--- config.mk ---
export PLATFORM = sky130hd
export DESIGN_NAME = spike_event_monitor
export DESIGN_NICKNAME = d
export VERILOG_FILES = /design/src/rtl/spike_event_monitor_pkg.sv /design/src/rtl/spike_rate_window.sv /design/src/rtl/spike_event_monitor.sv
export SDC_FILE = /design/constraint.sdc
export NUM_CORES = 1
export LEC_CHECK = 0
export CAP_MARGIN = 20
export CORE_MARGIN = 2
export CORE_UTILIZATION = 61
export DETAILED_ROUTE_END_ITERATION = 10
export PLACE_DENSITY = 0.9
export SETUP_SLACK_MARGIN = 0.2
export SLEW_MARGIN = 5
export SYNTH_ARGS = -nofsm -noshare
export SYNTH_HDL_FRONTEND = slang
export SYNTH_SLANG_ARGS = --single-unit
--- constraint.sdc ---
create_clock -name clock -period 9.1 [get_ports clock]
set_input_delay 2.275 -clock clock [delete_from_list [all_inputs] [get_ports clock]]
set_output_delay 2.275 -clock clock [all_outputs]
set_load 0.01 [all_outputs]
--- src/rtl/spike_event_monitor_pkg.sv ---
// Shared definitions for the spike event monitor: FSM state encoding,
// default counter width and the saturating-increment helper.
package spike_event_monitor_pkg;

  localparam int CNT_W_DEF = 8;

  typedef enum logic [1:0] {
    ST_IDLE    = 2'd0,
    ST_ARMED   = 2'd1,
    ST_REFRACT = 2'd2
  } state_t;

  // Increment that sticks at max_val instead of wrapping.
  function automatic logic [31:0] sat_inc(input logic [31:0] val,
                                          input logic [31:0] max_val);
    return (val >= max_val) ? max_val : val + 32'd1;
  endfunction

endpackage

--- src/rtl/spike_rate_window.sv ---
// Rate window: counts accepted events over a programmable window of clocks
// and publishes the total once per window with a one-clock valid pulse.
module spike_rate_window
  import spike_event_monitor_pkg::*;
#(
  parameter int CNT_W = CNT_W_DEF
) (
  input  logic             clock,
  input  logic             reset,
  input  logic             run,
  input  logic             event_in,
  input  logic [CNT_W-1:0] window_len,
  output logic [CNT_W-1:0] spike_count,
  output logic             count_valid
);

  localparam logic [CNT_W-1:0] ONE     = CNT_W'(1);
  localparam logic [CNT_W-1:0] CNT_MAX = '1;

  logic [CNT_W-1:0] len_reg;
  logic [CNT_W-1:0] cnt_reg;
  logic [CNT_W-1:0] acc_reg;
  logic [CNT_W-1:0] count_reg;
  logic             count_valid_reg;

  logic [CNT_W-1:0] eff_len;
  logic [CNT_W-1:0] acc_next;
  logic             terminal;

  // The window length is sampled on the first clock of each window, so a
  // change mid-window only shapes the next one. Length 0 wraps to 2^CNT_W
  // naturally because 0 - 1 is the all-ones terminal count.
  always_comb begin
    eff_len  = (cnt_reg == '0) ? window_len : len_reg;
    terminal = (cnt_reg == eff_len - ONE);
    acc_next = event_in ? CNT_W'(sat_inc(32'(acc_reg), 32'(CNT_MAX))) : acc_reg;
  end

  // Window counter, accumulator and published count; everything holds while not running.
  always_ff @(posedge clock or posedge reset) begin
    if (reset) begin
      len_reg         <= '0;
      cnt_reg         <= '0;
      acc_reg         <= '0;
      count_reg       <= '0;
      count_valid_reg <= 1'b0;
    end else begin
      count_valid_reg <= 1'b0;
      if (run) begin
        if (cnt_reg == '0) begin
          len_reg <= window_len;
        end
        if (terminal) begin
          cnt_reg         <= '0;
          count_reg       <= acc_next;
          count_valid_reg <= 1'b1;
          acc_reg         <= '0;
        end else begin
          cnt_reg <= cnt_reg + ONE;
          acc_reg <= acc_next;
        end
      end
    end
  end

  assign spike_count = count_reg;
  assign count_valid = count_valid_reg;

endmodule

--- src/rtl/spike_event_monitor.sv ---
// Spike event monitor: turns the level spike output of a neuron model into
// debounced single-clock events with a refractory period, and reports the
// spike rate per window, the inter-spike interval and a burst flag.
module spike_event_monitor
  import spike_event_monitor_pkg::*;
#(
  parameter int CNT_W       = CNT_W_DEF,
  parameter int REFRACT_CYC = 4,
  parameter int BURST_ISI   = 16
) (
  input  logic             clock,
  input  logic             reset,
  input  logic             spike,
  input  logic             enable,
  input  logic [CNT_W-1:0] window_len,
  output logic             spike_event,
  output logic [CNT_W-1:0] spike_count,
  output logic             count_valid,
  output logic [CNT_W-1:0] isi,
  output logic             isi_valid,
  output logic             burst
);

  localparam logic [3:0]       REF_LOAD  = 4'(REFRACT_CYC);
  localparam logic [CNT_W-1:0] CNT_MAX   = '1;
  localparam logic [CNT_W:0]   BURST_LIM = (CNT_W+1)'(BURST_ISI);

  state_t           state_reg, state_next;
  logic [3:0]       ref_reg, ref_next;
  logic             spike_q_reg;
  logic             spike_event_reg;
  logic [CNT_W-1:0] isi_cnt_reg;
  logic [CNT_W-1:0] isi_reg;
  logic             seen_reg;
  logic             isi_valid_reg;
  logic             rise;
  logic             accept;

  assign rise = spike & ~spike_q_reg;

  // Next-state logic: disable wins over everything; only ARMED accepts a rise.
  always_comb begin
    state_next = state_reg;
    ref_next   = ref_reg;
    accept     = 1'b0;
    if (!enable) begin
      state_next = ST_IDLE;
      ref_next   = 4'd0;
    end else begin
      case (state_reg)
        ST_IDLE: state_next = ST_ARMED;
        ST_ARMED: begin
          if (rise) begin
            accept     = 1'b1;
            state_next = ST_REFRACT;
            ref_next   = REF_LOAD;
          end
        end
        ST_REFRACT: begin
          ref_next = ref_reg - 4'd1;
          if (ref_reg == 4'd1) begin
            state_next = ST_ARMED;
          end
        end
        default: state_next = ST_IDLE;
      endcase
    end
  end

  // State register, spike history and the registered event pulse.
  always_ff @(posedge clock or posedge reset) begin
    if (reset) begin
      state_reg       <= ST_IDLE;
      ref_reg         <= 4'd0;
      spike_q_reg     <= 1'b0;
      spike_event_reg <= 1'b0;
    end else begin
      state_reg       <= state_next;
      ref_reg         <= ref_next;
      spike_q_reg     <= spike;
      spike_event_reg <= accept;
    end
  end

  // Inter-spike interval: free-running saturating counter captured on each event.
  always_ff @(posedge clock or posedge reset) begin
    if (reset) begin
      isi_cnt_reg   <= '0;
      isi_reg       <= '0;
      seen_reg      <= 1'b0;
      isi_valid_reg <= 1'b0;
    end else if (enable) begin
      if (accept) begin
        isi_reg     <= isi_cnt_reg;
        isi_cnt_reg <= CNT_W'(1);
        seen_reg    <= 1'b1;
        if (seen_reg) begin
          isi_valid_reg <= 1'b1;
        end
      end else begin
        isi_cnt_reg <= CNT_W'(sat_inc(32'(isi_cnt_reg), 32'(CNT_MAX)));
      end
    end
  end

  spike_rate_window #(
    .CNT_W(CNT_W)
  ) u_window (
    .clock      (clock),
    .reset      (reset),
    .run        (enable),
    .event_in   (accept),
    .window_len (window_len),
    .spike_count(spike_count),
    .count_valid(count_valid)
  );

  assign spike_event = spike_event_reg;
  assign isi         = isi_reg;
  assign isi_valid   = isi_valid_reg;
  assign burst       = isi_valid_reg && ({1'b0, isi_reg} < BURST_LIM);

endmodule

Word-level counts from Yosys, hierarchy flattened
Cells that the tools add are included.
{"block": "classes", "n_bitwise": 2, "mux": 19, "n_addsub": 5, "order_cmp": 3, "eq_ne": 7, "n_reduce_logical": 8}
{"operator": "8-bit two-way mux", "n": 7}
{"operator": "8-bit by 1-bit adder with 8-bit output (second input constant)", "n": 3}
{"operator": "8-bit >= comparator (second input constant)", "n": 2}
{"operator": "8-bit == test", "n": 1}
{"operator": "8-bit zero test", "n": 1}
{"operator": "8-bit by 5-bit < comparator with 1-bit output (second input constant)", "n": 1}
{"operator": "4-bit two-way mux", "n": 2}
{"operator": "4-bit case mux with 2 select lines", "n": 1}
{"operator": "2-bit AND reduction", "n": 4}
{"operator": "8-bit by 1-bit subtractor with 8-bit output (second input constant)", "n": 1}
{"operator": "2-bit two-way mux", "n": 3}
{"operator": "3-bit inequality test (second input constant)", "n": 2}
{"operator": "2-bit case mux with 3 select lines", "n": 1}
{"operator": "1-bit two-way mux", "n": 5}
{"operator": "4-bit by 1-bit == test with 1-bit output (second input constant)", "n": 1}
{"operator": "4-bit by 1-bit subtractor with 4-bit output (second input constant)", "n": 1}
{"operator": "3-bit by 1-bit inequality test with 1-bit output (second input constant)", "n": 1}
{"operator": "3-bit AND reduction", "n": 1}
{"operator": "2-bit by 1-bit == test with 1-bit output (second input constant)", "n": 1}
{"operator": "2-bit == test (second input constant)", "n": 1}
{"operator": "2-bit zero test", "n": 1}
{"operator": "1-bit bitwise AND", "n": 1}
{"operator": "1-bit logical AND", "n": 1}
{"operator": "1-bit NOT", "n": 1}
{"block": "word_totals", "input_bits": 12, "output_inout_bits": 20, "word_cells": 57, "regBits": 59}

Logic depth before layout (Yosys ltp)
{"block": "logic_depth", "depth_word": 7, "depth_mapped": 13, "ltp_nobuf": 11}

Hierarchy
From an unflattened synthesis, not the netlist that was laid out.
{"block": "hier_totals", "hier_cells": 325, "area_unflattened_um2": 3349.5}
{"mod": "spike_rate_window", "area_each_um2": 2128.3, "cells_per_inst": 219, "seq_area_each_um2": 825.8, "instances": 1}
{"mod": "spike_event_monitor", "area_each_um2": 1221.2, "cells_per_inst": 106, "seq_area_each_um2": 650.6, "instances": 1}

Least setup slack after synthesis
Ideal clock, no wire load.
{"block": "synth_path", "kind": "input port to flip-flop", "from": "in window_len[5]", "to": "reg u_window.count_reg[1] (netlist: u_window.spike_count[1])", "setup_ns": 0.127, "t_required_ns": 8.973, "arrival_time_ns": 4.181, "cell_stages": 8, "n_path_buf": 1, "slack_ns": 4.792, "path_cell_list": "or4_1 -> nor4_1 -> mux2i_1 -> xor2_1 -> nand3_1 -> nor4b_4 -> buf_6 -> mux2_1"}
{"block": "synth_via", "elab_chain_len": 4}
{"item": "start: declaration", "line_no": "spike_event_monitor.sv:15", "rtl": "input logic [CNT_W-1:0] window_len,"}
{"item": "8-bit two-way mux", "line_no": "spike_rate_window.sv:34", "rtl": "eff_len = (cnt_reg == '0) ? window_len : len_reg;"}
{"item": "8-bit by 1-bit subtractor with 8-bit output", "line_no": "spike_rate_window.sv:35", "rtl": "terminal = (cnt_reg == eff_len - ONE);"}
{"item": "8-bit == test", "line_no": "spike_rate_window.sv:35"}
{"item": "2-bit AND reduction (no line)"}
{"item": "end signal: assignment", "line_no": "spike_rate_window.sv:55", "rtl": "count_reg <= acc_next;"}
{"item": "end: declaration", "line_no": "spike_rate_window.sv:23", "rtl": "logic [CNT_W-1:0] count_reg;"}
Every way passes these cells.
A chain may end at the register's enable or synchronous reset.

Worst setup path in the final report
{"block": "layout_path", "from": "in window_len[2]", "to": "reg u_window.count_reg[5] (netlist: u_window.spike_count[5])"}
The elaborated chain is that of the path after synthesis.

==> results.toml <==
[outcome]
outcome = "finished, final reports clean"

[logic_synthesis]
synth-async-reset-ratio_pct = 100
synth_area_sq_um = 3140
yosysUniqueCellTypes = 51
yosys_warnings = 0
syn-num-nets = 354
ys_seq_area_share_pct = 47.0
syn_avg_cell_area_sq_um = 9.38
ys_ff_latch = 59
ys.flop_type = "dfrtp_1"
netlist_instances = 335
synth_edf_count = 0

[global_routing]
grt_max_degree = 60
grt_usage_pct = 24.5
grt.overflow.total = 0
grt_pass1_vias = 2288
grt_pass1_wl_microns = 10400
antenna_found_initial = 0

[worst_setup_path]
startpoint_type = "input port"
crit_fanout = 20
r2r_slack_ps = 4850
critPathKind = "in2reg"
r2r_cells = 11
crit_path_end_kind = "flop"
critical_path_arrival_ps = 5400
crit_required_ps = 9320
r2r_start = "u_window.cnt_reg[0]"
r2r_end = "u_window.spike_count[5]"

[sta]
setup_viol_count_final = 0
period_minus_slack_ps = 5170
relSlewSlack_pct = 27.2
fin_crit_sh_pct = 56.9
max_freq_mhz = 193
setup_tns_ps = 0
holdWs_ps = 471
finalHoldViolCount = 0
rsz0062_at_grt = "no"
fin_skew_ps = 12.6
tightest_slew_ps = 1090
fin_ws_ps = 3930
drv_slew = 0

[job]
cap_violations = 0

[clock_tree]
cts_tree = "built"
cts.clk_slew.worst_paths_ps = 70
cts_made_buffers = 9
clockBufferDepth = 2
cts_sinks = 59
post_cts_buffers = 0
htreeDepth = 3
clk_latency_ps = 340
post_cts_resized = 0
root_buffer = "clkbuf_8"
hold_buffers = 0

[cells_and_area]
layout-drive-gt1-share_pct = 8.94
finalNetCount = 383
final_common_cell = "dfrtp_1"
nFillCells = 383
synthToLayoutAreaGrowth_pct = 17.4
antenna_cells = 0
fin_area_sq_um = 3690
final_cell_mix = "dfrtp_1, nand2_1, nor2_1, clkdlybuf4s50_1, a21oi_1"

[floorplan]
row_count = 26
die_w_microns = 75.8
core_sq_um = 5040
die-area_sq_um = 5740
initial_core_util_pct = 62.3
die_h_microns = 75.8
io_pins = 32

[detailed_routing]
vias_per_cell = 5.79
ant_nets = 0
first_pass_iters = 4
vias = 2542
drc = 0
finalWirelength_microns = 6360
wl_per_cell_microns = 14.5
drt_iter0_drc = 202

[placement]
placed_area_sq_um = 3480
place.gp.congestion = 0.896
place_ws_ps = 3590
dpl.hpwl_microns = 4350
portBuffers = 31

[min_path]
hold_path_class = "reg2reg"
worstHoldStart = "isi[2]"
min_delay_path_depth = 2
holdPathEnd = "isi[2]"

[pwr]
power_density_nw_per_um2 = 274
p_total_mw = 1.01
leakagePower_nw = 1.59
peakVddDrop_v = 0.000178
worst max-delay path by stage:
stage,endpoint,slack [ps],start,cells after the start
after floorplan,u_window.spike_count[1],4790,window_len[5],8
after CTS,u_window.spike_count[5],3920,window_len[2],8
final,u_window.spike_count[5],3930,window_len[2],8
after global placement,u_window.spike_count[5],3660,window_len[2],8
after detailed placement,u_window.spike_count[5],3590,window_len[2],8
after global routing,u_window.spike_count[5],3710,window_len[2],8
synth_stat cells (2+ instances only):
| cell | number | area, sq um |
|---|---|---|
| dfrtp_1 | 59 | 1480 |
| nor4_1 | 5 | 31.3 |
| o22ai_1 | 2 | 12.5 |
| xnor2_1 | 10 | 87.6 |
| or3_1 | 3 | 18.8 |
| o311ai_0 | 2 | 17.5 |
| buf_2 | 2 | 10.0 |
| o2bb2ai_1 | 3 | 26.3 |
| or2_2 | 4 | 25.0 |
| o211ai_1 | 2 | 15.0 |
| mux2i_1 | 10 | 100 |
| a21oi_1 | 18 | 90.1 |
| nor2_1 | 33 | 124 |
| o31ai_1 | 4 | 30.0 |
| nand2b_1 | 2 | 12.5 |
| buf_1 | 4 | 15.0 |
| nand4_1 | 3 | 18.8 |
| inv_1 | 17 | 63.8 |
| and3_1 | 2 | 12.5 |
| nand4b_1 | 2 | 17.5 |
| clkbuf_1 | 7 | 26.3 |
| nor2b_1 | 2 | 12.5 |
| ha_1 | 7 | 87.6 |
| mux2_1 | 4 | 45.0 |
| o21ai_0 | 14 | 70.1 |
| mux2_2 | 7 | 78.8 |
| nand2_1 | 51 | 191 |
| nand3_1 | 13 | 65.1 |
| nor3_1 | 10 | 50.1 |
| xor2_1 | 7 | 61.3 |
| buf_6 | 2 | 22.5 |
| or4_1 | 2 | 15.0 |
| a311oi_1 | 2 | 17.5 |
| o22a_1 | 2 | 17.5 |
| a41oi_1 | 2 | 17.5 |
power by group:
group	total (mW)	leakage [nW]	switching, mW	internal, mW
Sequential	0.416	0.750	0.0823	0.334
Clock	0.253	0.103	0.100	0.153
Combinational	0.343	0.739	0.179	0.164
Total	1.01	1.59	0.361	0.651
layer usage:
metal  part of all wire, %  global-route usage, %  vias up  wire, microns
met2                    48                   38.3       67           3090
met5                     0                      0        -              0
met1                    45                   32.0     1239           2890
li1                      -                      -     1223              -
met3                   4.5                   6.48       13            288
met4                   1.6                   11.3        0             99
kinds of logic after synthesis:
kind of cell	count (synthesis)	share of synthesized area, %
DFF	59	47.0
buffers and inverters	32	4.38
adders and majority gates	7	2.79
AOI/OAI and AO/OA	58	11.7
xor gates and xnor gates	17	4.74
muxes	21	7.13
and+or+nand+nor	141	22.3
metrics by stage:
| step | cells | util [%] |
|---|---|---|
| after floorplan | 335 | - |
| after global placement | 423 | 69.0 |
| after detailed placement | 423 | 69.0 |
| after CTS | 439 | 73.2 |
| after global routing | 439 | 73.2 |
| final | 439 | 73.2 |
layout make-up:
cell class              instances  area, sq um  share of cell area (%)
flip-flops and latches         59         1480                    40.0
clock buffers                  11          131                    3.56
inverters                      17         63.8                    1.73
clock inverters                 5         77.6                    2.10
multi-input cells             244         1530                    41.4
repair buffers                 33          325                    8.82
well taps                      70         87.6                    2.37
critical path: stages:
cell             delay (ps)
clkdlybuf4s50_1         490
or4_1                   570
nor4_1                  200
mux2i_1                 130
xor2_1                  170
nand3_1                 170
nor4b_4                 970
mux2_2                  410
Power figures use the tool's default switching activity.
